### config.mk
export PLATFORM = sky130hd
export DESIGN_NAME = lu_solver_ram_arbiter
export DESIGN_NICKNAME = d
export VERILOG_FILES = /design/src/rtl/lu_solver_ram_arbiter.sv
export SDC_FILE = /design/constraint.sdc
export NUM_CORES = 1
export LEC_CHECK = 0
export ABC_AREA = 1
export BUFFER_PORTS_ARGS = -buffer_cell sky130_fd_sc_hd__clkbuf_2
export CAP_MARGIN = 25
export CELL_PAD_IN_SITES_DETAIL_PLACEMENT = 1
export CELL_PAD_IN_SITES_GLOBAL_PLACEMENT = 1
export CORE_MARGIN = 5
export CORE_UTILIZATION = 17
export DETAILED_ROUTE_END_ITERATION = 8
export GPL_TIMING_DRIVEN = 0
export MAX_ROUTING_LAYER = met4
export PLACE_DENSITY_LB_ADDON = 0.25
export SLEW_MARGIN = 30
export SYNTH_ARGS = -nofsm -noshare
export SYNTH_HDL_FRONTEND = slang
export SYNTH_SLANG_ARGS = --single-unit
### constraint.sdc
create_clock -name clk -period 2.6 [get_ports clk]
set_input_delay 0.39 -clock clk [delete_from_list [all_inputs] [get_ports clk]]
set_output_delay 0.39 -clock clk [all_outputs]
set_load 0.005 [all_outputs]
### src/rtl/lu_solver_ram_arbiter.sv
// Two-requester round-robin arbiter in front of the solver's single-port RAM.
// It grants in the same cycle, supports a bounded lock, and steers 1-cycle read data back to the issuer.
module lu_solver_ram_arbiter #(
  parameter int ADDR_W   = 13,
  parameter int DATA_W   = 32,
  parameter int BE_W     = 4,
  parameter int MAX_LOCK = 16
) (
  input  logic              clk,
  input  logic              reset_n,
  input  logic [ADDR_W-1:0] m0_address,
  input  logic [BE_W-1:0]   m0_byteenable,
  input  logic              m0_read,
  input  logic              m0_write,
  input  logic [DATA_W-1:0] m0_writedata,
  input  logic              m0_lock,
  output logic              m0_waitrequest,
  output logic [DATA_W-1:0] m0_readdata,
  output logic              m0_readdatavalid,
  input  logic [ADDR_W-1:0] m1_address,
  input  logic [BE_W-1:0]   m1_byteenable,
  input  logic              m1_read,
  input  logic              m1_write,
  input  logic [DATA_W-1:0] m1_writedata,
  input  logic              m1_lock,
  output logic              m1_waitrequest,
  output logic [DATA_W-1:0] m1_readdata,
  output logic              m1_readdatavalid,
  output logic [ADDR_W-1:0] ram_address,
  output logic [BE_W-1:0]   ram_byteenable,
  output logic [DATA_W-1:0] ram_writedata,
  output logic              ram_chipselect,
  output logic              ram_write,
  output logic              ram_clken,
  input  logic [DATA_W-1:0] ram_readdata
);

  localparam int CNT_W = $clog2(MAX_LOCK + 1);
  localparam logic [CNT_W-1:0] MAX_CNT = CNT_W'(MAX_LOCK);
  localparam logic [CNT_W-1:0] ONE_CNT = CNT_W'(1);

  typedef enum logic [1:0] {
    ST_RR    = 2'd0,
    ST_LOCK0 = 2'd1,
    ST_LOCK1 = 2'd2
  } state_t;

  state_t           state_r;
  logic             last_r;
  logic [CNT_W-1:0] lock_cnt_r;
  logic             rv_r;
  logic             rid_r;

  logic             req0_s;
  logic             req1_s;
  logic             locked_s;
  logic             lock_id_s;
  logic             gnt_v_s;
  logic             gnt_id_s;
  logic             gnt_wr_s;
  logic             gnt_lock_s;
  logic [CNT_W-1:0] next_cnt_s;
  logic             hold_lock_s;

  // Grant selection: an active lock owns the RAM, otherwise round-robin on last_r
  always_comb begin
    req0_s    = m0_read | m0_write;
    req1_s    = m1_read | m1_write;
    lock_id_s = (state_r == ST_LOCK1);
    locked_s  = 1'b0;
    gnt_v_s   = 1'b0;
    gnt_id_s  = 1'b0;
    // A lock whose owner is idle with lock dropped no longer blocks the other side
    case (state_r)
      ST_LOCK0: locked_s = req0_s | m0_lock;
      ST_LOCK1: locked_s = req1_s | m1_lock;
      default:  locked_s = 1'b0;
    endcase
    if (!reset_n) begin
      gnt_v_s  = 1'b0;
      gnt_id_s = 1'b0;
    end else if (locked_s) begin
      gnt_id_s = lock_id_s;
      gnt_v_s  = lock_id_s ? req1_s : req0_s;
    end else if (req0_s && req1_s) begin
      gnt_v_s  = 1'b1;
      gnt_id_s = ~last_r;
    end else if (req0_s || req1_s) begin
      gnt_v_s  = 1'b1;
      gnt_id_s = req1_s;
    end else begin
      gnt_v_s  = 1'b0;
      gnt_id_s = 1'b0;
    end
    gnt_wr_s    = gnt_id_s ? m1_write : m0_write;
    gnt_lock_s  = gnt_id_s ? m1_lock : m0_lock;
    next_cnt_s  = locked_s ? (lock_cnt_r + ONE_CNT) : ONE_CNT;
    hold_lock_s = gnt_lock_s & (next_cnt_s < MAX_CNT);
  end

  // Arbitration state, lock counter and read-return tracking
  always_ff @(posedge clk or negedge reset_n) begin
    if (!reset_n) begin
      state_r    <= ST_RR;
      last_r     <= 1'b1;
      lock_cnt_r <= '0;
      rv_r       <= 1'b0;
      rid_r      <= 1'b0;
    end else begin
      rv_r  <= gnt_v_s & ~gnt_wr_s;
      rid_r <= gnt_id_s;
      if (gnt_v_s) begin
        last_r <= gnt_id_s;
        if (hold_lock_s) begin
          state_r    <= gnt_id_s ? ST_LOCK1 : ST_LOCK0;
          lock_cnt_r <= next_cnt_s;
        end else begin
          state_r    <= ST_RR;
          lock_cnt_r <= '0;
        end
      end else if (!locked_s) begin
        state_r    <= ST_RR;
        lock_cnt_r <= '0;
      end else begin
        state_r    <= state_r;
        lock_cnt_r <= lock_cnt_r;
      end
    end
  end

  assign ram_clken        = reset_n;
  assign ram_chipselect   = gnt_v_s;
  assign ram_write        = gnt_v_s & gnt_wr_s;
  assign ram_address      = (gnt_v_s && gnt_id_s) ? m1_address    : m0_address;
  assign ram_byteenable   = (gnt_v_s && gnt_id_s) ? m1_byteenable : m0_byteenable;
  assign ram_writedata    = (gnt_v_s && gnt_id_s) ? m1_writedata  : m0_writedata;

  assign m0_waitrequest   = ~reset_n | (req0_s & ~(gnt_v_s & ~gnt_id_s));
  assign m1_waitrequest   = ~reset_n | (req1_s & ~(gnt_v_s & gnt_id_s));
  assign m0_readdatavalid = rv_r & ~rid_r;
  assign m1_readdatavalid = rv_r & rid_r;
  assign m0_readdata      = ram_readdata;
  assign m1_readdata      = ram_readdata;

endmodule

==> Yosys cells after proc, flatten, opt, wreduce, memory -nomap -nowiden <==
Cells that the tools add are included.
{ "totals": {"register_bits": 10, "word_cells": 58, "input_bits": 138} }
{ "op_classes": {"bitwise_logic": 22, "n_lt_le_gt_ge": 1, "reduce_logical": 3, "n_mux": 23, "add_sub_neg": 1, "n_eq_ne": 3} }
{ "op_table": {"columns": ["operator", "n"], "rows": [
  ["$mux W32", 1],
  ["$mux W5", 4],
  ["$mux W13", 1],
  ["$mux W1", 11],
  ["$and A1 B1 Y1", 9],
  ["$mux W2", 4],
  ["$not A1 Y1", 7],
  ["$or A1 B1 Y1", 6],
  ["$add A5 B1 Y5 const B", 1],
  ["$lt A5 B5 Y1 const B", 1],
  ["$mux W4", 1],
  ["$eq A2 B1 Y1 const B", 1],
  ["$eq A2 B2 Y1 const B", 1],
  ["$logic_and A1 B1 Y1", 2],
  ["$ne A2 B1 Y1 const B", 1],
  ["$pmux W1 S2", 1],
  ["$logic_or A1 B1 Y1", 1]
]} }

==> Depth between registers and ports, before layout <==
Gate-level depths: netlist of run 1.
{ "depth": {"ltp_word": 11, "mapped_depth": 13, "depth_no_buf": 12} }

==> Least setup slack after synthesis of run 1 <==
Ideal clock, no wire load.
{ "synth_timing": {"path_type": "reg2out", "startpoint": "reg state_r[0]", "endpoint": "out ram_address[0]", "n_path_buf": 1, "path_stages_with_launch": 13, "slack_ps": 655, "arrival_time_ps": 1555, "cell_sequence": "dfrtp_1 > inv_1 > ha_1 > nand2_1 > nand2_1 > nand2_2 > nand2_1 > nand3_2 > nor2_4 > inv_2 > buf_6 > nand2_1 > nand2_1"} }
{ "synth_between": {"elab_chain_cells": 6, "elab_cells_between_ends": 10, "classes_between": "eq/ne: 2; mux: 7; reduce/logical: 1"} }
{ "synth_rtl": {"columns": ["item", "line_no", "rtl"], "rows": [
  ["from (decl)", "48", "state_t state_r;"],
  ["from (signal assigned)", "115", "state_r <= gnt_id_s ? ST_LOCK1 : ST_LOCK0;"],
  ["from (signal assigned)", "125", "state_r <= state_r;"],
  ["$eq A2 B2 Y1 / $eq A2 B1 Y1 (equally long branches)", "69, 74", null],
  ["$pmux W1 S2 / $mux W1 (equally long branches)", "74, 84", null],
  ["$mux W1", "82", "end else if (locked_s) begin"],
  ["$mux W1", "79", "if (!reset_n) begin"],
  ["$logic_and A1 B1 Y1 *", "134", "assign ram_address = (gnt_v_s && gnt_id_s) ? m1_address : m0_address;"],
  ["$mux W13 *", "134", null],
  ["to (decl)", "29", "output logic [ADDR_W-1:0] ram_address,"]
]} }
Mark *: on every way between the ends. The rest lies on a longest branch, timed or not.

==> Worst setup path in the final report of run 1 <==
{ "layout_timing": {"startpoint": "reg state_r[0]", "endpoint": "out ram_address[6]"} }
Same word-level chain as after synthesis.

==> results.txt, run 1 <==
initial antenna violation count - 0
worst-margin pin slew - 0.442 ns
VDD IR max - 0.147 mV
worst-path cell chain - inv_2 > ha_4 > nand2_1 > nand2_2 > nand2_2 > nand2_2 > nand3_4 > nor2_4 > buf_12 > inv_4 > buf_6 > nand2_1 > nand2_1 > clkbuf_2
worst-skew pair later-pin latency - 0.24 ns
CTS clk-pin slew, worst paths - 0.05 ns
first-pass detailed-route iteration total - 4
largest net degree at the start of global routing - 18
drt wl/cell - 13.1 um
Final Setup Violations - 0
Achievable Freq - 0.411 GHz
endpoint type of the worst setup path - output pin
Leakage - 2.15 nW
Reg power frac - 19.8%
Final min period - 2.43 ns
status - finished clean
Hold Crit Class - in -> async
Die Width - 113 um
Mapped Area - 0.00181 mm^2
crit path DAT - 2.04 ns
global route overflow - 0
Slew Viols, Final - 0
Final GP Congestion - 0.814
CP max stage delay - 0.41 ns
Post-Synthesis Cells - 320
core area - 0.0103 mm^2
Die ar. - 0.0128 mm^2
Net Switching - 317 uW
reg2reg setup slack - 0.68 ns
Die Height - 113 um
Critical Path Start Type - register
CTS sink cnt - 10
# rows - 37
final hold vios - 0
fillers - 1,420
CTS tree - built
Initial Utilization - 17.5%
gr usage total - 13.3%
number of synthesized register bits - 10
sequential share of the synthesized area - 13.9%
Combinational Power Share - 61.0%
max_cap viols - 0
type of the worst setup path - reg -> out
yosys warns - 0
CP required - 2.21 ns
share of layout cells above drive strength 1 - 57.9%
io pins - 258
post-synth cell types - 20
Internal - 563 uW
dpl hpwl - 8180 um
antenna cells - 0
Max Buffers Root-to-Sink - 2
H-tree levels - 1
syn nets - 461
Total Power - 880 uW
slowest cell on the critical path - dfrtp_1
vias in the first global route - 2,875
vias post-DR - 2,702
# DRC - 0
Final ANT Viol Nets - 0
Layout area overhead - 79.3%
first-pass GRT wire length - 13,600 um
Port Buffers - 225
number of CTS-inserted buffers - 3
final wirelength - 9070 um
ratio of final minimum period to clock period - 93.6%
Via density - 3.92
clock share of power - 19.2%
CP Max Fanout - 10
max_slew headroom - 70.5%
Synth Area per Inst - 5.64 um^2
Clock Tree Root - clkbuf_8
Layout Nets - 696
drt first-iter violations - 66
final hold slack - 0.0837 ns
Clock Skew - 0.00327 ns
power density cells - 272 mW/mm^2
switching share of power - 36.0%
==> cell usage after synthesis <==
cell type	n	area share [%]
dfstp_2	1	1.5
o21ai_0	6	1.7
buf_6	5	3.1
and2_1	1	0.35
nor2_4	1	0.62
nor2_2	1	0.35
nand2_1	175	36
inv_2	1	0.21
ha_1	3	2.1
buf_4	70	29
nor3_1	1	0.28
xnor2_1	1	0.49
nand3_2	1	0.55
dfrtp_1	9	12
nand4_1	3	1.0
inv_1	17	3.5
nor2_1	10	2.1
nand2_2	2	0.69
nand3_1	11	3.0
xor2_1	1	0.49
==> per-stage QoR <==
stage	instance area, um^2	setup slack [ns]	setup TNS, ns	instances	utilization, %
4_1_cts	3190	0.000567	0	687	30.9
3_3_place_gp	3100	0.150	0	681	30.0
6_report	3240	0.166	0	690	31.4
3_5_place_dp	3100	0.111	0	681	30.0
5_1_grt	3240	-0.0158	-0.0158	690	31.4
2_1_floorplan	1810	0.655	0	320	-
==> final timing paths <==
path | start | end | cells past startpoint
min in group clk | m0_lock | state_r[0] | 3
max in group asynchronous | reset_n | last_r | 1
min | reset_n | state_r[0] | 1
min reg2reg | last_r | last_r | 2
max reg2reg | state_r[0] | lock_cnt_r[1] | 13
max | state_r[0] | ram_address[6] | 14
==> timing repair <==
item                                    CTS  global route
hold buffers                              0             0
resized for setup                         5             7
endpoints found under the setup margin   49            50
setup buffers                             2             3
pin swaps                                 1             2
==> power by group through the flow <==
stage / clock network (mW) / logic [mW] / registers [mW]
global placement: 0 / 0.519 / 0.175
CTS: 0.177 / 0.543 / 0.174
global route: 0.186 / 0.602 / 0.175
floorplan: 0 / 0.255 / 0.174
detailed placement: 0 / 0.529 / 0.176
finish: 0.169 / 0.536 / 0.174
==> flip-flops by register name, indices dropped and copies added, names as in the netlist <==
register	cells
rid_r	1
last_r	1
rv_r	1
state_r	2
lock_cnt_r	5
==> critical path, delay by kind of cell (launching register included) <==
kind | cells | cell delay [ns]
fa+ha+maj | 1 | 0.15
buf+inv | 5 | 0.51
flops | 1 | 0.41
simple gates | 8 | 0.72
==> final cells by class <==
type                       instances  area [um^2]  area share [%]
sequential                        10          253            7.81
tap                              136          170            5.26
buffer                            75          589            18.2
inverter                          18         70.1            2.16
clock buffer                       4         45.0            1.39
timing repair buffer             230         1180            36.3
multi-input combinational        217          933            28.8
==> cells by family after synthesis <==
logic type | Yosys count | share of synthesized area, %
flip-flops | 10 | 13.9
buffers and inverters | 93 | 36.0
adder cells (fa/ha/maj) | 3 | 2.08
XOR/XNOR | 2 | 0.970
AND/OR/NAND/NOR | 206 | 45.4
AO/OA/AOI/OAI | 6 | 1.66
==> metal layers <==
layer | global-route usage (%) | vias to the layer above | routed length [um]
li1 | - | 1365 | -
met1 | 14.0 | 1180 | 3290
met2 | 26.0 | 146 | 4860
met3 | 1.87 | 11 | 814
met4 | 2.96 | 0 | 106
met5 | - | - | 0
==> cell usage in the layout, fill, tap and decap left out <==
master / synthesis / layout
clkbuf_2: 0 / 225
nand2_1: 175 / 173
buf_4: 70 / 72
inv_1: 17 / 16
nand3_1: 11 / 11
nor2_1: 10 / 10
dfrtp_1: 9 / 8
buf_6: 5 / 7
o21ai_0: 6 / 5
nand2_2: 2 / 4
nand4_1: 3 / 3
clkbuf_8: 0 / 3
ha_1: 3 / 2
inv_2: 1 / 1
nor2_2: 1 / 1
o21ai_2: 0 / 1
nand3_4: 0 / 1
nor2_4: 1 / 1
inv_4: 0 / 1
and2_1: 1 / 1
xor2_1: 1 / 1
xnor2_1: 1 / 1
nor3_1: 1 / 1
ha_4: 0 / 1
clkbuf_1: 0 / 1
dfstp_2: 1 / 1
buf_12: 0 / 1
dfrtp_2: 0 / 1
Note: power is estimated with default switching activity, not from simulation.
==> inputs of run 2 (changes only) <==
Settings changed: CAP_MARGIN 25 to 20, CORE_UTILIZATION 17 to 18.
Clock period 2.6 ns to 3.1 ns, I/O delays scaled along.
==> run 2 against run 1 <==
- combinational power decreased by 19%
- clock power down 14%
- non-clock buffer count is 5 lower
- sequential share of layout area grew 0.19 points
- cell area decreased by 2.9%
- hold slack improved by 0.078 ns
- die area decreased by 5.1%
- sequential cell count did not move
- clock-buffer cell count unchanged
- highest routed layer unchanged
==> results.txt, run 2 (synthesis gave the netlist of run 1 again) <==
Internal - 459 uW (-18%)
clock share of power - 20.0% (+0.8 points)
Achievable Freq - 0.356 GHz
vias in the first global route - 2,757 (-4.1%)
Die Height - 110 um (-2.6%)
Largest register FFs - 5 (unchanged)
power density cells - 230 mW/mm^2 (-15%)
CTS resizes - 0 (-5)
Port Buffers - 225 (unchanged)
Die ar. - 0.0121 mm^2 (-5.1%)
antenna cells - 0 (unchanged)
Slew Viols, Final - 0 (unchanged)
Layout Nets - 691 (-0.72%)
Clock Skew - 0.00316 ns (-0.000108 ns)
Reg power frac - 20.1% (+0.3 points)
core area - 0.00977 mm^2 (-5.3%)
most common cell after layout, fill and taps aside - clkbuf_2
largest net degree at the start of global routing - 18 (unchanged)
VDD IR max - 0.0895 mV (-39%)
TNS Setup - 0 ns (unchanged)
setup repair bufs after CTS - 0 (-2)
Bufs and invs on worst path - 4 (-1)
Layout area overhead - 74.1%
Via density - 3.97 (+1.4%)
first-pass GRT wire length - 13,000 um (-4.5%)
initial antenna violation count - 0 (unchanged)
Hold Crit Class - in -> async
status - finished clean
worst-path cell chain - inv_1 > ha_1 > o21ai_0 > nand3_1 > nand2_1 > nand2_2 > nor2_4 > inv_2 > buf_6 > nand2_1 > nand2_1 > clkbuf_2
H-tree levels - 1 (unchanged)
global route overflow - 0 (unchanged)
CTS clk-pin slew, worst paths - 0.05 ns (about the same)
gr usage total - 13.6% (+0.30 points)
# rows - 36 (-2.7%)
crit path DAT - 2.35 ns (+0.31 ns)
CP required - 2.63 ns (+0.42 ns)
Placed Instances - 678 (-0.44%)
ratio of final minimum period to clock period - 90.7%
Final ANT Viol Nets - 0 (unchanged)
drt wl/cell - 13.5 um (+2.9%)
reg2reg setup slack - 1.06 ns (+0.38 ns)
Final Setup Violations - 0 (unchanged)
Combinational Power Share - 60.0% (-1.0 points)
most frequent cells in the layout - 225 x clkbuf_2, 175 x nand2_1, 70 x buf_4, 17 x inv_1, 11 x nand3_1
hold_buf cts - 0 (unchanged)
fillers - 1,357 (-4.4%)
Initial Utilization - 18.5% (+0.98 points)
most used cell, CP - nand2_1
slowest cell on the critical path - dfrtp_1
Final GP Congestion - 0.812 (-0.21%)
Die Width - 110 um (-2.6%)
top flop regs - lock_cnt_r (5), state_r (2)
Clock Tree Root - clkbuf_8
Final min period - 2.81 ns
final hold vios - 0 (unchanged)
drt first-iter violations - 80 (+21%)
Non-Filler Instances - 682 (-1.2%)
max_slew headroom - 69.0% (-1.5 points)
unrepaired setup endpoints after global routing - false
# DRC - 0 (unchanged)
worst-skew pair later-pin latency - 0.24 ns (about the same)
io pins - 258 (unchanged)
Max Buffers Root-to-Sink - 2 (unchanged)
worst-margin pin slew - 0.463 ns (+0.0213 ns)
final hold slack - 0.162 ns (+0.0783 ns)
Critical Path Start Type - register
CTS tree - built
reg2reg end - state_r[0]
endpoint type of the worst setup path - output pin
dpl hpwl - 8330 um (+1.8%)
final wirelength - 9220 um (+1.7%)
post-layout util - 32.2% (+0.80 points)
number of CTS-inserted buffers - 3 (unchanged)
CP Max Fanout - 10 (unchanged)
vias post-DR - 2,709 (+0.26%)
switching share of power - 36.5% (+0.50 points)
Leakage - 2.12 nW (-1.4%)
worst r2r src - state_r[0]
max_cap viols - 0 (unchanged)
Reg with most FFs - lock_cnt_r
share of layout cells above drive strength 1 - 56.5% (-1.5 points)
Net Switching - 264 uW (-17%)
CTS sink cnt - 10 (unchanged)
first-pass detailed-route iteration total - 4 (unchanged)
FF-to-FF path depth - 12 (-1)
CP max stage delay - 0.38 ns (-0.03 ns)
crit-path leading delay family - simple AND/OR/NAND/NOR gates
type of the worst setup path - reg -> out
## run 2: changes by cell type in the layout (fill, tap and decap cells not counted), sizes merged
cell / before / now
buf: 80 / 75
## run 2: power by group through the flow
stage                     registers, mW  clock network [mW]  logic [mW]
final                             0.145               0.145       0.434
after global routing              0.146               0.153       0.489
after CTS                         0.145               0.148       0.447
after detailed placement          0.148                   0       0.445
after global placement            0.147                   0       0.435
after floorplan                   0.146                   0       0.214
## run 2: worst reg2reg max path, delay by kind of cell (launching register included)
family,cells,cell delay [ns]
buffers and inverters,2,0.21
and+or+nand+nor,9,1.12
DFF,1,0.40
adders and majority gates,1,0.21
## run 2: worst max path at each step
stage,start,to,depth (start not counted)
final,state_r[0],ram_address[2],12
after global routing,state_r[0],ram_address[7],13
after CTS,state_r[0],ram_address[2],12
after detailed placement,m0_write,ram_address[2],13
after global placement,m0_write,ram_writedata[24],15
after floorplan,state_r[0],ram_address[0],12
## run 2: area by class of cell
cell class / count / area, um^2 / area share, %
repair buffers: 225 / 1130 / 35.8
multi-input cells: 217 / 905 / 28.8
plain buffers: 75 / 582 / 18.5
flip-flops and latches: 10 / 251 / 8.00
well taps: 133 / 166 / 5.29
inverters: 18 / 67.6 / 2.15
clock buffers: 4 / 45.0 / 1.43
## run 2: per-layer routing
metal / vias up / share of wire (%) / GRT usage (%)
li1: 1355 / - / -
met1: 1193 / 36 / 15.2
met2: 153 / 52 / 25.7
met3: 8 / 11 / 1.98
met4: 0 / 1.1 / 2.64
met5: - / 0 / -
## run 2: per-stage QoR
| step | area (um^2) | power [mW] | setup WS [ns] |
|---|---|---|---|
| floorplan | 1810 | 0.360 | 1.08 |
| global placement | 3100 | 0.582 | 0.479 |
| CTS | 3140 | 0.741 | 0.234 |
| finish | 3140 | 0.724 | 0.289 |
| global route | 3140 | 0.788 | 0.0361 |
| detailed placement | 3100 | 0.592 | 0.455 |
==> inputs of run 3 (changes only) <==
Settings changed: REMOVE_ABC_BUFFERS from default to 1.
==> run 3 against run 2 <==
- clock power up 14%
- clock skew fell by 0.0027 ns
- sequential share of layout area up 2.8 points
- combinational power is 24% lower
- critical path type unchanged
- largest cell class is now multi-input combinational cells
- highest routed layer unchanged
==> results.txt, run 3 (synthesis gave the netlist of run 1 again) <==
drt wl/cell - 18.3 um (+36%)
fillers - 1,342 (-1.1%)
CP Max Fanout - 30 (+20)
Port Buffers - 161 (-28%)
met2 routed WL - 3930 um (-18%)
crit path launch - state_r[0]
Die Height - 110 um (unchanged)
io pins - 258 (unchanged)
Critical Path Start Type - register
Hold Crit Class - in -> async
most frequent cells in the layout - 175 x nand2_1, 161 x clkbuf_2, 17 x inv_1, 11 x nand3_1, 10 x nor2_1
wl on met1 - 4560 um (+36%)
VDD IR max - 0.0809 mV (-9.6%)
hold_buf cts - 0 (unchanged)
worst r2r src - state_r[0]
Die ar. - 0.0121 mm^2 (unchanged)
Final Setup Violations - 0 (unchanged)
status - finished clean
Clock Skew - 0.000437 ns (-0.00273 ns)
Clock Tree Root - clkbuf_8
# DRC - 0 (unchanged)
most used cell, CP - nand2_1
Layout area overhead - 28.8%
vias post-DR - 2,237 (-17%)
final hold vios - 0 (unchanged)
largest net degree at the start of global routing - 51 (+33)
max_cap viols - 0 (unchanged)
unrepaired setup endpoints after global routing - false
Final ANT Viol Nets - 0 (unchanged)
Max Buffers Root-to-Sink - 2 (unchanged)
Achievable Freq - 0.350 GHz (-1.7%)
Initial Utilization - 18.5% (unchanged)
# rows - 36 (unchanged)
global route overflow - 0 (unchanged)
H-tree levels - 1 (unchanged)
Top Layer Used - met4
Area after DPL - 0.00222 mm^2 (-28%)
CP required - 2.63 ns (about the same)
worst-path cell chain - inv_1 > ha_1 > nand2_1 > nand2_1 > nand2_2 > nand2_1 > nand3_2 > nor2_4 > buf_4 > buf_16 > nand2_1 > nand2_1 > clkbuf_2
Layout Nets - 557 (-19%)
Reg with most FFs - lock_cnt_r
vias in the first global route - 2,367 (-14%)
max_slew headroom - 62.5% (-6.5 points)
drt first-iter violations - 60 (-25%)
number of CTS-inserted buffers - 3 (unchanged)
top flop regs - lock_cnt_r (5), state_r (2)
share of layout cells above drive strength 1 - 42.7% (-14 points)
Final GP Congestion - 0.779 (-4.1%)
Largest register FFs - 5 (unchanged)
initial antenna violation count - 0 (unchanged)
final hold slack - 0.151 ns (-0.0108 ns)
power density cells - 276 mW/mm^2 (+20%)
post-layout util - 23.8% (-8.4 points)
CTS sink cnt - 10 (unchanged)
ratio of final minimum period to clock period - 92.3% (+1.6 points)
Die Width - 110 um (unchanged)
first-pass GRT wire length - 14,100 um (+8.4%)
final wirelength - 10,000 um (+8.9%)
worst-skew pair later-pin latency - 0.24 ns (about the same)
first-pass detailed-route iteration total - 4 (unchanged)
CP max stage delay - 0.40 ns (+0.02 ns)
endpoint type of the worst setup path - output pin
Via density - 4.08 (+2.8%)
DR WL met3 - 1510 um (+52%)
Leakage - 1.53 nW (-28%)
CTS tree - built
Final min period - 2.86 ns (+0.0494 ns)
Slew Viols, Final - 0 (unchanged)
core area - 0.00977 mm^2 (unchanged)
type of the worst setup path - reg -> out
CTS clk-pin slew, worst paths - 0.05 ns (about the same)
worst-margin pin slew - 0.562 ns (+0.0991 ns)
crit-path leading delay family - simple AND/OR/NAND/NOR gates
antenna cells - 0 (unchanged)
slowest cell on the critical path - dfrtp_1
crit path DAT - 2.40 ns (+0.05 ns)
dpl hpwl - 8620 um (+3.5%)
Bufs and invs on worst path - 4 (unchanged)
gr usage total - 16.6% (+3.0 points)
Non-Filler Cell Area, Final - 0.00232 mm^2 (-26%)
most common cell after layout, fill and taps aside - nand2_1
## run 3: final timing paths
kind,depth (start not counted),slack [ns],end
setup / recovery,13,0.24,ram_writedata[19]
hold / removal,1,0.15,lock_cnt_r[3]
setup reg to reg,9,1.00,state_r[1]
hold reg to reg,2,0.50,last_r
max in group asynchronous,1,2.62,last_r
min in group clk,2,0.50,last_r
## run 3: worst register-to-register path, delay by kind of cell, from the launching register on
kind	cells	cell delay, ns
buffers and inverters	1	0.06
AOI/OAI and AO/OA	1	0.27
DFF	1	0.37
adders and majority gates	1	0.23
and+or+nand+nor	6	1.10
## run 3: final cells by class
cell class | instances | area [um^2] | share of cell area, %
clock buffers | 4 | 55.1 | 2.37
inverters | 18 | 72.6 | 3.12
multi-input cells | 218 | 911 | 39.2
flip-flops and latches | 10 | 251 | 10.8
well taps | 133 | 166 | 7.16
repair buffers | 165 | 868 | 37.4
## run 3: per-layer routing
layer	up-vias	global-route usage [%]
met5	-	-
met4	0	1.85
met3	7	11.9
met2	167	21.0
met1	977	21.7
li1	1086	-
## run 3: power by group
| part | total [mW] | switching, mW | leakage, nW | internal (mW) |
|---|---|---|---|---|
| clock network | 0.166 | 0.0543 | 0.0288 | 0.112 |
| logic | 0.329 | 0.183 | 1.37 | 0.147 |
| registers | 0.145 | 0.00506 | 0.132 | 0.140 |
## run 3: what timing repair did
action,CTS,global route
endpoints found under the setup margin,49,1
setup buffers,2,1
resized for setup,1,1
gates cloned,1,0
pin swaps,1,1
hold endpoints to repair,0,0
## run 3: stage by stage
stage | setup TNS [ns] | cells | total power, mW | setup WS, ns
2_1_floorplan | 0 | 245 | 0.274 | 0.312
6_report | 0 | 548 | 0.641 | 0.239
3_3_place_gp | -37.37 | 539 | 0.463 | -0.918
3_5_place_dp | -8.33 | 540 | 0.473 | -0.312
5_1_grt | 0 | 548 | 0.702 | 0.0307
4_1_cts | 0 | 547 | 0.653 | 0.178
